`src/rtl/cpu_pkg.sv`:
```
// cpu_pkg: shared definitions for the mini-CPU control unit.
//   - opcode values carried in IR[31:27] (also the ALU op codes on the datapath)
//   - sequencer state encoding
//   - instruction classes produced by instr_class_decode
//   - the control-strobe bundle driven by control_unit
package cpu_pkg;

    localparam int OPC_W = 5;
    localparam int IR_W  = 32;

    localparam logic [OPC_W-1:0] OP_LD   = 5'h00;
    localparam logic [OPC_W-1:0] OP_LDI  = 5'h01;
    localparam logic [OPC_W-1:0] OP_ST   = 5'h02;
    localparam logic [OPC_W-1:0] OP_ADD  = 5'h03;
    localparam logic [OPC_W-1:0] OP_SUB  = 5'h04;
    localparam logic [OPC_W-1:0] OP_AND  = 5'h05;
    localparam logic [OPC_W-1:0] OP_OR   = 5'h06;
    localparam logic [OPC_W-1:0] OP_ROR  = 5'h07;
    localparam logic [OPC_W-1:0] OP_ROL  = 5'h08;
    localparam logic [OPC_W-1:0] OP_SHR  = 5'h09;
    localparam logic [OPC_W-1:0] OP_SHRA = 5'h0A;
    localparam logic [OPC_W-1:0] OP_SHL  = 5'h0B;
    localparam logic [OPC_W-1:0] OP_ADDI = 5'h0C;
    localparam logic [OPC_W-1:0] OP_ANDI = 5'h0D;
    localparam logic [OPC_W-1:0] OP_ORI  = 5'h0E;
    localparam logic [OPC_W-1:0] OP_DIV  = 5'h0F;
    localparam logic [OPC_W-1:0] OP_MUL  = 5'h10;
    localparam logic [OPC_W-1:0] OP_NEG  = 5'h11;
    localparam logic [OPC_W-1:0] OP_NOT  = 5'h12;
    localparam logic [OPC_W-1:0] OP_MFLO = 5'h18;
    localparam logic [OPC_W-1:0] OP_MFHI = 5'h19;
    localparam logic [OPC_W-1:0] OP_NOP  = 5'h1A;
    localparam logic [OPC_W-1:0] OP_HALT = 5'h1B;

    // T0..T7 must stay contiguous and directly after ST_RST: step_state()
    // relies on ST_Tn == n + 1.
    typedef enum logic [3:0] {
        ST_RST, ST_T0, ST_T1, ST_T2, ST_T3, ST_T4, ST_T5, ST_T6, ST_T7,
        ST_PAUSE, ST_HALT
    } state_t;

    typedef enum logic [3:0] {
        CL_RALU, CL_UNARY, CL_IMM, CL_MULDIV, CL_LD, CL_LDI, CL_ST,
        CL_MF, CL_NOP, CL_HALT
    } instr_class_t;

    typedef struct packed {
        logic pc_out, zhigh_out, zlow_out, mdr_out, hi_out, lo_out;
        logic c_out, ba_out, r_out;
        logic mar_in, pc_in, mdr_in, ir_in, y_in, z_in, hi_in, lo_in, r_in;
        logic gra, grb, grc;
        logic inc_pc, read, write;
        logic [OPC_W-1:0] op;
    } ctrl_t;

    function automatic state_t step_state(input logic [2:0] n);
        return state_t'({1'b0, n} + 4'd1);
    endfunction

    // Immediate forms reuse the register-form ALU operation.
    function automatic logic [OPC_W-1:0] imm_alu_op(input logic [OPC_W-1:0] opc);
        case (opc)
            OP_ANDI: return OP_AND;
            OP_ORI:  return OP_OR;
            default: return OP_ADD;
        endcase
    endfunction

endpackage

```
`src/rtl/instr_class_decode.sv`:
```
// instr_class_decode: combinational opcode classifier.
//   opcode    in   5  IR[31:27]
//   iclass    out     instruction class
//   last_step out  3  index n of the final execute step Tn (3..7)
module instr_class_decode
    import cpu_pkg::*;
(
    input  logic [OPC_W-1:0] opcode,
    output instr_class_t     iclass,
    output logic [2:0]       last_step
);

    always_comb begin
        // Reserved opcodes behave as nop: a single idle T3.
        iclass    = CL_NOP;
        last_step = 3'd3;
        case (opcode)
            OP_ADD, OP_SUB, OP_AND, OP_OR, OP_ROR, OP_ROL, OP_SHR, OP_SHRA, OP_SHL: begin
                iclass    = CL_RALU;
                last_step = 3'd5;
            end
            OP_NEG, OP_NOT: begin
                iclass    = CL_UNARY;
                last_step = 3'd4;
            end
            OP_ADDI, OP_ANDI, OP_ORI: begin
                iclass    = CL_IMM;
                last_step = 3'd5;
            end
            OP_MUL, OP_DIV: begin
                iclass    = CL_MULDIV;
                last_step = 3'd6;
            end
            OP_LD: begin
                iclass    = CL_LD;
                last_step = 3'd7;
            end
            OP_LDI: begin
                iclass    = CL_LDI;
                last_step = 3'd5;
            end
            OP_ST: begin
                iclass    = CL_ST;
                last_step = 3'd7;
            end
            OP_MFLO, OP_MFHI: begin
                iclass    = CL_MF;
                last_step = 3'd3;
            end
            OP_HALT: begin
                iclass    = CL_HALT;
                last_step = 3'd3;
            end
            default: ;
        endcase
    end

endmodule

```
`src/rtl/control_unit.sv`:
```
// control_unit: hardwired Moore sequencer for the mini-CPU datapath.
//   Clock, clear (sync, active-high), stop (pause at instruction boundary),
//   IR (instruction from datapath).
//   run = 1 unless halted; bus-drive strobes (*out), register loads (*in),
//   register-field selects Gra/Grb/Grc, IncPC/Read/Write and ALU op.
// Strobes are a combinational decode of state and IR and are forced low
// while clear is high so a reset cycle never writes anything.
module control_unit
    import cpu_pkg::*;
#(
    parameter int OPW = 5,
    parameter int IRW = 32
) (
    input  logic           Clock,
    input  logic           clear,
    input  logic           stop,
    input  logic [IRW-1:0] IR,
    output logic           run,
    output logic           PCout,
    output logic           Zhighout,
    output logic           Zlowout,
    output logic           MDRout,
    output logic           HIout,
    output logic           LOout,
    output logic           Cout,
    output logic           BAout,
    output logic           Rout,
    output logic           MARin,
    output logic           PCin,
    output logic           MDRin,
    output logic           IRin,
    output logic           Yin,
    output logic           Zin,
    output logic           HIin,
    output logic           LOin,
    output logic           Rin,
    output logic           Gra,
    output logic           Grb,
    output logic           Grc,
    output logic           IncPC,
    output logic           Read,
    output logic           Write,
    output logic [OPW-1:0] op
);

    state_t           state_q, state_d;
    instr_class_t     iclass;
    logic [2:0]       last_step;
    logic [OPC_W-1:0] opc;
    ctrl_t            ctrl;
    logic             unused_ir;

    assign opc       = IR[IRW-1 -: OPC_W];
    assign unused_ir = ^IR[IRW-OPC_W-1:0];

    instr_class_decode u_decode (
        .opcode    (opc),
        .iclass    (iclass),
        .last_step (last_step)
    );

    always_ff @(posedge Clock) begin
        if (clear) state_q <= ST_RST;
        else       state_q <= state_d;
    end

    always_comb begin
        state_d = state_q;
        case (state_q)
            ST_RST: state_d = ST_T0;
            ST_T0:  state_d = ST_T1;
            ST_T1:  state_d = ST_T2;
            ST_T2:  state_d = ST_T3;
            ST_T3, ST_T4, ST_T5, ST_T6, ST_T7: begin
                // Only the final step of an instruction may divert to PAUSE/HALT.
                if (state_q == step_state(last_step)) begin
                    if (iclass == CL_HALT) state_d = ST_HALT;
                    else if (stop)         state_d = ST_PAUSE;
                    else                   state_d = ST_T0;
                end else begin
                    state_d = state_t'(state_q + 4'd1);
                end
            end
            ST_PAUSE: if (!stop) state_d = ST_T0;
            ST_HALT:  state_d = ST_HALT;
            default:  state_d = ST_RST;
        endcase
        if (clear) state_d = ST_RST;
    end

    always_comb begin
        ctrl = '0;
        case (state_q)
            ST_T0: begin
                ctrl.pc_out = 1'b1; ctrl.mar_in = 1'b1; ctrl.inc_pc = 1'b1; ctrl.z_in = 1'b1;
            end
            ST_T1: begin
                ctrl.zlow_out = 1'b1; ctrl.pc_in = 1'b1; ctrl.read = 1'b1; ctrl.mdr_in = 1'b1;
            end
            ST_T2: begin
                ctrl.mdr_out = 1'b1; ctrl.ir_in = 1'b1;
            end
            ST_T3: begin
                case (iclass)
                    CL_RALU, CL_IMM: begin
                        ctrl.grb = 1'b1; ctrl.r_out = 1'b1; ctrl.y_in = 1'b1;
                    end
                    CL_UNARY: begin
                        ctrl.grb = 1'b1; ctrl.r_out = 1'b1; ctrl.op = opc; ctrl.z_in = 1'b1;
                    end
                    CL_MULDIV: begin
                        ctrl.gra = 1'b1; ctrl.r_out = 1'b1; ctrl.y_in = 1'b1;
                    end
                    CL_LD, CL_LDI, CL_ST: begin
                        ctrl.grb = 1'b1; ctrl.ba_out = 1'b1; ctrl.y_in = 1'b1;
                    end
                    CL_MF: begin
                        ctrl.hi_out = (opc == OP_MFHI);
                        ctrl.lo_out = (opc != OP_MFHI);
                        ctrl.gra    = 1'b1;
                        ctrl.r_in   = 1'b1;
                    end
                    default: ;
                endcase
            end
            ST_T4: begin
                case (iclass)
                    CL_RALU, CL_MULDIV: begin
                        ctrl.grc  = (iclass == CL_RALU);
                        ctrl.grb  = (iclass == CL_MULDIV);
                        ctrl.r_out = 1'b1; ctrl.op = opc; ctrl.z_in = 1'b1;
                    end
                    CL_UNARY: begin
                        ctrl.zlow_out = 1'b1; ctrl.gra = 1'b1; ctrl.r_in = 1'b1;
                    end
                    CL_IMM: begin
                        ctrl.c_out = 1'b1; ctrl.op = imm_alu_op(opc); ctrl.z_in = 1'b1;
                    end
                    CL_LD, CL_LDI, CL_ST: begin
                        ctrl.c_out = 1'b1; ctrl.op = OP_ADD; ctrl.z_in = 1'b1;
                    end
                    default: ;
                endcase
            end
            ST_T5: begin
                case (iclass)
                    CL_RALU, CL_IMM, CL_LDI: begin
                        ctrl.zlow_out = 1'b1; ctrl.gra = 1'b1; ctrl.r_in = 1'b1;
                    end
                    CL_MULDIV: begin
                        ctrl.zlow_out = 1'b1; ctrl.lo_in = 1'b1;
                    end
                    CL_LD, CL_ST: begin
                        ctrl.zlow_out = 1'b1; ctrl.mar_in = 1'b1;
                    end
                    default: ;
                endcase
            end
            ST_T6: begin
                case (iclass)
                    CL_MULDIV: begin
                        ctrl.zhigh_out = 1'b1; ctrl.hi_in = 1'b1;
                    end
                    CL_LD: begin
                        ctrl.read = 1'b1; ctrl.mdr_in = 1'b1;
                    end
                    CL_ST: begin
                        ctrl.gra = 1'b1; ctrl.r_out = 1'b1; ctrl.mdr_in = 1'b1;
                    end
                    default: ;
                endcase
            end
            ST_T7: begin
                if (iclass == CL_LD) begin
                    ctrl.mdr_out = 1'b1; ctrl.gra = 1'b1; ctrl.r_in = 1'b1;
                end else if (iclass == CL_ST) begin
                    ctrl.write = 1'b1;
                end
            end
            default: ;
        endcase
        if (clear) ctrl = '0;
    end

    assign run      = (state_q != ST_HALT);
    assign PCout    = ctrl.pc_out;
    assign Zhighout = ctrl.zhigh_out;
    assign Zlowout  = ctrl.zlow_out;
    assign MDRout   = ctrl.mdr_out;
    assign HIout    = ctrl.hi_out;
    assign LOout    = ctrl.lo_out;
    assign Cout     = ctrl.c_out;
    assign BAout    = ctrl.ba_out;
    assign Rout     = ctrl.r_out;
    assign MARin    = ctrl.mar_in;
    assign PCin     = ctrl.pc_in;
    assign MDRin    = ctrl.mdr_in;
    assign IRin     = ctrl.ir_in;
    assign Yin      = ctrl.y_in;
    assign Zin      = ctrl.z_in;
    assign HIin     = ctrl.hi_in;
    assign LOin     = ctrl.lo_in;
    assign Rin      = ctrl.r_in;
    assign Gra      = ctrl.gra;
    assign Grb      = ctrl.grb;
    assign Grc      = ctrl.grc;
    assign IncPC    = ctrl.inc_pc;
    assign Read     = ctrl.read;
    assign Write    = ctrl.write;
    assign op       = OPW'(ctrl.op);

endmodule

```
`config.mk`:
```
export PLATFORM = sky130hd
export DESIGN_NAME = control_unit
export DESIGN_NICKNAME = d
export VERILOG_FILES = /design/src/rtl/cpu_pkg.sv /design/src/rtl/instr_class_decode.sv /design/src/rtl/control_unit.sv
export SDC_FILE = /design/constraint.sdc
export NUM_CORES = 1
export LEC_CHECK = 0
export BUFFER_PORTS_ARGS = -buffer_cell sky130_fd_sc_hd__buf_2
export CAP_MARGIN = 40
export CORE_MARGIN = 1
export CORE_UTILIZATION = 29
export DETAILED_ROUTE_END_ITERATION = 10
export PLACE_DENSITY = 0.53
export SYNTH_ARGS = -nofsm -noshare
export SYNTH_HDL_FRONTEND = slang
export SYNTH_SLANG_ARGS = --single-unit
```
`constraint.sdc`:
```
create_clock -name Clock -period 4.05 [get_ports Clock]
set_input_delay 1.0125 -clock Clock [delete_from_list [all_inputs] [get_ports Clock]]
set_output_delay 1.0125 -clock Clock [all_outputs]
set_load 0.05 [all_outputs]
```
==> results of run 1 <==
## area by class of cell
| type | count | share of cell area |
|---|---|---|
| clock buffers | 3 | 0.0264 |
| inverters | 5 | 0.0120 |
| multi-input cells | 167 | 0.704 |
| flip-flops and latches | 4 | 0.0512 |
| well taps | 50 | 0.0400 |
| repair buffers | 47 | 0.167 |
## logic make-up after synthesis
kind of cell / share of synthesized area
AND/OR/NAND/NOR: 0.453
AO/OA/AOI/OAI: 0.282
buffers and inverters: 0.0909
XOR/XNOR: 0.0346
adder cells (fa/ha/maj): 0.0494
flip-flops: 0.0632
multiplexers: 0.0277
## Yosys cell counts (all sizes together), types with 5 or more instances
cell     n
buf      8
a31oi    5
and3     6
nand3    6
and2     6
a21oi   10
ha       5
o21ai    9
nor3     7
nor2    21
nand2   17
nor4     5
nand2b   5
clkbuf  14
inv      5
nor2b   10
## per-layer routing
metal / vias to the layer above / GRT usage
met2: 56 / 0.284
met3: 0 / 0.0167
met1: 704 / 0.270
met5: - / 0
met4: 0 / 0.00781
li1: 776 / -
## worst max-delay path by stage
stage,start,end,slack (ns),cells after the start
after floorplan,IR[31],BAout,-0.25,5
after global placement,IR[30],op[4],0.32,7
after detailed placement,IR[30],op[3],0.32,7
after CTS,IR[30],op[3],0.31,7
after global routing,state_q[0],Gra,0.18,7
final,IR[30],op[3],0.31,7
## metrics by stage
step | instance area, um^2 | hold WS (ns)
5_1_grt | 1560 | 0.748
6_report | 1560 | 0.682
4_1_cts | 1560 | 0.685
2_1_floorplan | 1290 | 0.630
3_5_place_dp | 1520 | 0.687
3_3_place_gp | 1520 | 0.675
## cells in the final DEF, fill, tap and decap left out, drive strengths merged, types with 4 or more instances in the layout
master / n
and2: 6
o21ai: 9
nand2b: 5
nand2: 17
nor2: 21
and3: 6
dfxtp: 4
nor4: 5
a21boi: 4
nand3: 6
buf: 47
a31oi: 5
inv: 5
a31o: 4
a21oi: 10
ha: 5
nor2b: 10
nor3: 7
## power by group
part	internal [mW]	switching (mW)	leakage [nW]
clock	0.0631	0.0181	0.0216
sequential	0.0493	0.0209	0.0327
combinational	0.143	0.275	0.635
## worst max-delay path: stages
cell	delay [ns]
buf_2	0.16
or4b_2	0.63
a21oi_1	0.20
o21ai_0	0.09
a21boi_0	0.23
and2_1	0.15
buf_2	0.25
==> results by group, run 1 <==
Floorplanning
  • Io pins: 65
  • Core area: 4090 um^2
  • Placement Rows: 23
  • Starting Density: 0.310
  • Die width: 68.1 um
  • Die Y: 68.1 um
  • Die area: 4630 um^2

Global route
  • GRT Util Overall: 0.179
  • Largest net degree at the start of global routing: 35
  • Overflow after GRT: 0
  • Number of global-route vias before repair: 1304
  • Initial antenna violation count: 0
  • Global-route wire length before repair: 6490 um

Clock tree
  • Clock Tree Buf Depth: 2
  • Clock sink total: 4
  • Clock-pin slew on the worst setup and hold paths: 0.03 ns
  • Htree depth: 1
  • CTS tree: yes
  • CTS Buf Count: 3
  • Clk Latency, worst-skew pair: 0.21 ns
  • Root buffer cell: clkbuf_8
  • Post-CTS resize count: 0
  • Postcts setup bufs: 0
  • Hold buffer count at cts: 0

Min path
  • Hold path depth: 3
  • Hold endpoint: state_q[1]
  • Hold Crit Class: register to register
  • Min-delay src: state_q[1]

Worst setup path
  • Crit Reg-Reg Startpoint: state_q[0]
  • R2R cell count: 7
  • RR Endpoint: state_q[0]
  • Critical path launch point type: input port
  • Worst EP arrival: 2.73 ns
  • Worst Path Max Fanout: 11
  • Crit Path Class: input port to output pin
  • CP endpoint kind: output pin
  • Critical Path RT: 3.04 ns
  • Reg2reg setup slack: 1.68 ns

Drt
  • Pre-Repair DR Iteration Count: 4
  • Met1 WL: 2050 um
  • Via density per instance: 5.57
  • Via count: 1536
  • First DRT Iteration DRCs: 166
  • DR WL/cell: 14.7 um
  • WL final: 4060 um
  • DR WL met2: 1780 um
  • Met3 Routed Length: 231 um
  • Max layer used: met3
  • Routed Antenna Nets: 0
  • DRC Markers: 0

Timing
  • Sum Neg Setup Slack: 0 ns
  • Slew at the pin with the worst max-slew slack: 0.623 ns
  • Post-route minimum period: 3.74 ns
  • Tcrit/Tclk final: 0.924
  • Unrepaired setup endpoints after global routing: no
  • Peak Freq: 267 MHz
  • Clock skew: 0.00332 ns
  • Slew HR: 0.585
  • Max Slew Vio Count: 0
  • Setup ws final: 0.309 ns
  • Final Hold Fails: 0
  • # setup viols final: 0

Yosys
  • Count of different cell masters after synthesis: 55
  • Largest cells by area after synthesis: dfxtp_1 6.3%, nor2_1 6.2%, nand2_1 5.0%
  • Post-synth EDFFs: 0
  • Syn Std Cell Area: 1270 um^2
  • Top-area cell type share of the netlist area: 0.0632
  • Synth area leader: dfxtp_1
  • Seq/Total Area, Yosys: 0.0632
  • Post-Syn Nets: 238
  • Post-Synthesis Cells: 198
  • Async SR Flop Fraction: 0
  • Yosys warning count: 0
  • Synthesized flop and latch total: 4
  • Mean Syn Cell Area: 6.40 um^2
  • Most used DFF post-synth: dfxtp_1

Run status
  • Outcome: finished, final reports clean

Cells and area
  • Number of nets in the layout: 268
  • Final core occ: 0.382
  • Reg area: 80.1 um^2
  • # diodes: 0
  • Number of fill cells: 470
  • Post-Layout Cell Count: 276
  • Biggest register: state_q
  • Top Registers: state_q x4
  • Max reg flops: 4
  • Multi-input logic area: 1100 um^2
  • Layout cells sized above 1: 0.283
  • Area grow syn2layout: 23.4%

Placed design
  • Hpwl dp: 3000 um
  • DP Cell Count: 273
  • GPL Wtd Cong: 0.841
  • Setup Slack @ Placement: 0.324 ns
  • IO Port Bufs: 37

Job
  • Max-Cap Viols: 0

Power
  • Leak: 0.689 nW
  • P per Cell Area: 365 nW/um^2
  • Design Power: 0.570 mW
  • Peak VDD IR: 124 uV
(Power assumes the default switching activity.)
==> run 2, diff against run 1 <==
Clock period 4.05 ns to 3.7 ns, I/O delays scaled along.
==> run 2 against run 1 <==
- first-iteration DRC count down 28%
- clock-buffer cell count unchanged
- sequential share of layout area down 0.22 points
- clock skew up 0.00059 ns
- global-route usage up 0.68 points
- worst hold slack better by 0.021 ns
- core utilization up 1.7 points
- final area up 4.5%
- die area unchanged
- worst setup slack worse by 0.20 ns
- combinational power up 13%
==> results by group, run 2 (synthesis results as in run 1) <==
Cells and area
  • Layout cells sized above 1: 0.319
  • # diodes: 0
  • Most frequent cells in the layout: 37 x buf_2, 21 x nor2_1, 17 x nand2_1
  • Biggest register: state_q
  • Number of nets in the layout: 274
  • Top Registers: state_q x4
  • Area grow syn2layout: 29.0%
  • Post-Layout Cell Count: 282
  • Post-route cell area: 1630 um^2
  • Commonest non-fill, non-tap cell in the layout: buf_2
  • Max reg flops: 4
  • Number of fill cells: 463

Timing
  • Sum Neg Setup Slack: 0 ns
  • Clock skew: 0.00392 ns
  • Unrepaired setup endpoints after global routing: no
  • Tcrit/Tclk final: 0.969
  • Slew HR: 0.602
  • # setup viols final: 0
  • Final Hold Fails: 0
  • Peak Freq: 279 MHz
  • Max Slew Vio Count: 0
  • Post-route minimum period: 3.59 ns
  • Slew at the pin with the worst max-slew slack: 0.596 ns
  • Setup ws final: 0.114 ns

Placed design
  • IO Port Bufs: 37
  • DP Cell Count: 279
  • GPL Wtd Cong: 0.812
  • Hpwl dp: 3020 um
  • Placed cell area: 1580 um^2
  • Setup Slack @ Placement: 0.109 ns

Floorplanning
  • Starting Density: 0.310
  • Die area: 4630 um^2
  • Core area: 4090 um^2
  • Die Y: 68.1 um
  • Placement Rows: 23
  • Io pins: 65
  • Die width: 68.1 um

Drt
  • Via count: 1548
  • Routed Antenna Nets: 0
  • Via density per instance: 5.49
  • First DRT Iteration DRCs: 120
  • DR WL/cell: 14.7 um
  • Pre-Repair DR Iteration Count: 4
  • DRC Markers: 0
  • WL final: 4160 um

Worst setup path
  • CP most frequent cell: buf_2
  • Worst EP arrival: 2.66 ns
  • CP peak stage delay: 0.46 ns
  • Crit Path Class: input port to output pin
  • WP buf/inv: 3
  • Critical Path RT: 2.77 ns
  • CP endpoint kind: output pin
  • Worst Path Max Fanout: 5
  • Critical-path top delay cell: or4_1
  • Critical-path cell list: buf_2 > buf_4 > or4_1 > nor2_1 > a31oi_1 > nor3_4 > a31o_2 > buf_2
  • Critical path's top delay family: simple AND/OR/NAND/NOR gates
  • Critical path launch point type: input port

Clock tree
  • Htree depth: 1
  • Hold buffer count at cts: 0
  • CTS Buf Count: 3
  • Root buffer cell: clkbuf_8
  • Clock sink total: 4
  • CTS tree: yes
  • Post-CTS resize count: 0
  • Clock-pin slew on the worst setup and hold paths: 0.03 ns
  • Clk Latency, worst-skew pair: 0.22 ns
  • Postcts setup bufs: 0
  • Clock Tree Buf Depth: 2

Job
  • Max-Cap Viols: 0

Run status
  • Outcome: finished, final reports clean

Power
  • Psw: 0.351 mW
  • Clk pwr share: 0.143
  • Sw Ratio: 0.544
  • Peak VDD IR: 131 uV
  • Flop pwr share: 0.121
  • Leak: 0.722 nW
  • Comb pwr share: 0.736
  • Pint: 0.294 mW
  • P per Cell Area: 395 nW/um^2
  • Design Power: 0.645 mW

Global route
  • Number of global-route vias before repair: 1332
  • Global-route wire length before repair: 6630 um
  • Largest net degree at the start of global routing: 35
  • Initial antenna violation count: 0
  • Overflow after GRT: 0
  • GRT Util Overall: 0.186

Min path
  • Hold Crit Class: register to register
## run 2: cell count changes in the layout (fill, tap and decap cells not counted), sizes merged
cell  previous run  this run
buf             47        53
## run 2: stage by stage
stage / util / hold WS [ns]
final: 0.400 / 0.703
after global routing: 0.400 / 0.726
after CTS: 0.396 / 0.694
after detailed placement: 0.385 / 0.686
after global placement: 0.385 / 0.684
after floorplan: - / 0.630
## run 2: final cells by class
class	instances	area (um^2)	share of cell area
clock buffer	3	41.3	0.0253
inverter	5	18.8	0.0115
multi-input combinational	167	1120	0.687
sequential	4	80.1	0.0490
tap	50	62.6	0.0383
timing repair buffer	53	309	0.189
## run 2: power by group through the flow
stage	Sequential, mW	Clock (mW)	Combinational [mW]
2_1_floorplan	0.0646	0	0.375
3_3_place_gp	0.0784	0	0.470
3_5_place_dp	0.0772	0	0.470
4_1_cts	0.0768	0.0956	0.470
5_1_grt	0.0797	0.0992	0.522
6_report	0.0784	0.0922	0.475
## run 2: worst paths after layout
kind	from	end	slack, ns	depth (start not counted)
setup reg to reg	state_q[0]	state_q[0]	1.49	7
hold / removal	state_q[1]	state_q[1]	0.70	3
hold reg to reg	state_q[1]	state_q[1]	0.70	3
setup / recovery	IR[30]	MDRin	0.11	8
## run 2: metal layers
| metal | track usage | up-vias | part of all wire |
|---|---|---|---|
| met5 | 0 | - | 0 |
| li1 | - | 798 | - |
| met2 | 0.290 | 43 | 0.45 |
| met3 | 0.0250 | 2 | 0.042 |
| met1 | 0.276 | 705 | 0.50 |
| met4 | 0.0182 | 0 | 0.0065 |
## run 2: worst reg2reg max path: stages (launching register included)
cell and delay, ns:
dfxtp_1 0.53, ha_1 0.61, nor4_1 0.13, a2bb2oi_1 0.17
buf_4 0.17, nor4_1 0.27, mux2i_1 0.11, a21oi_1 0.14
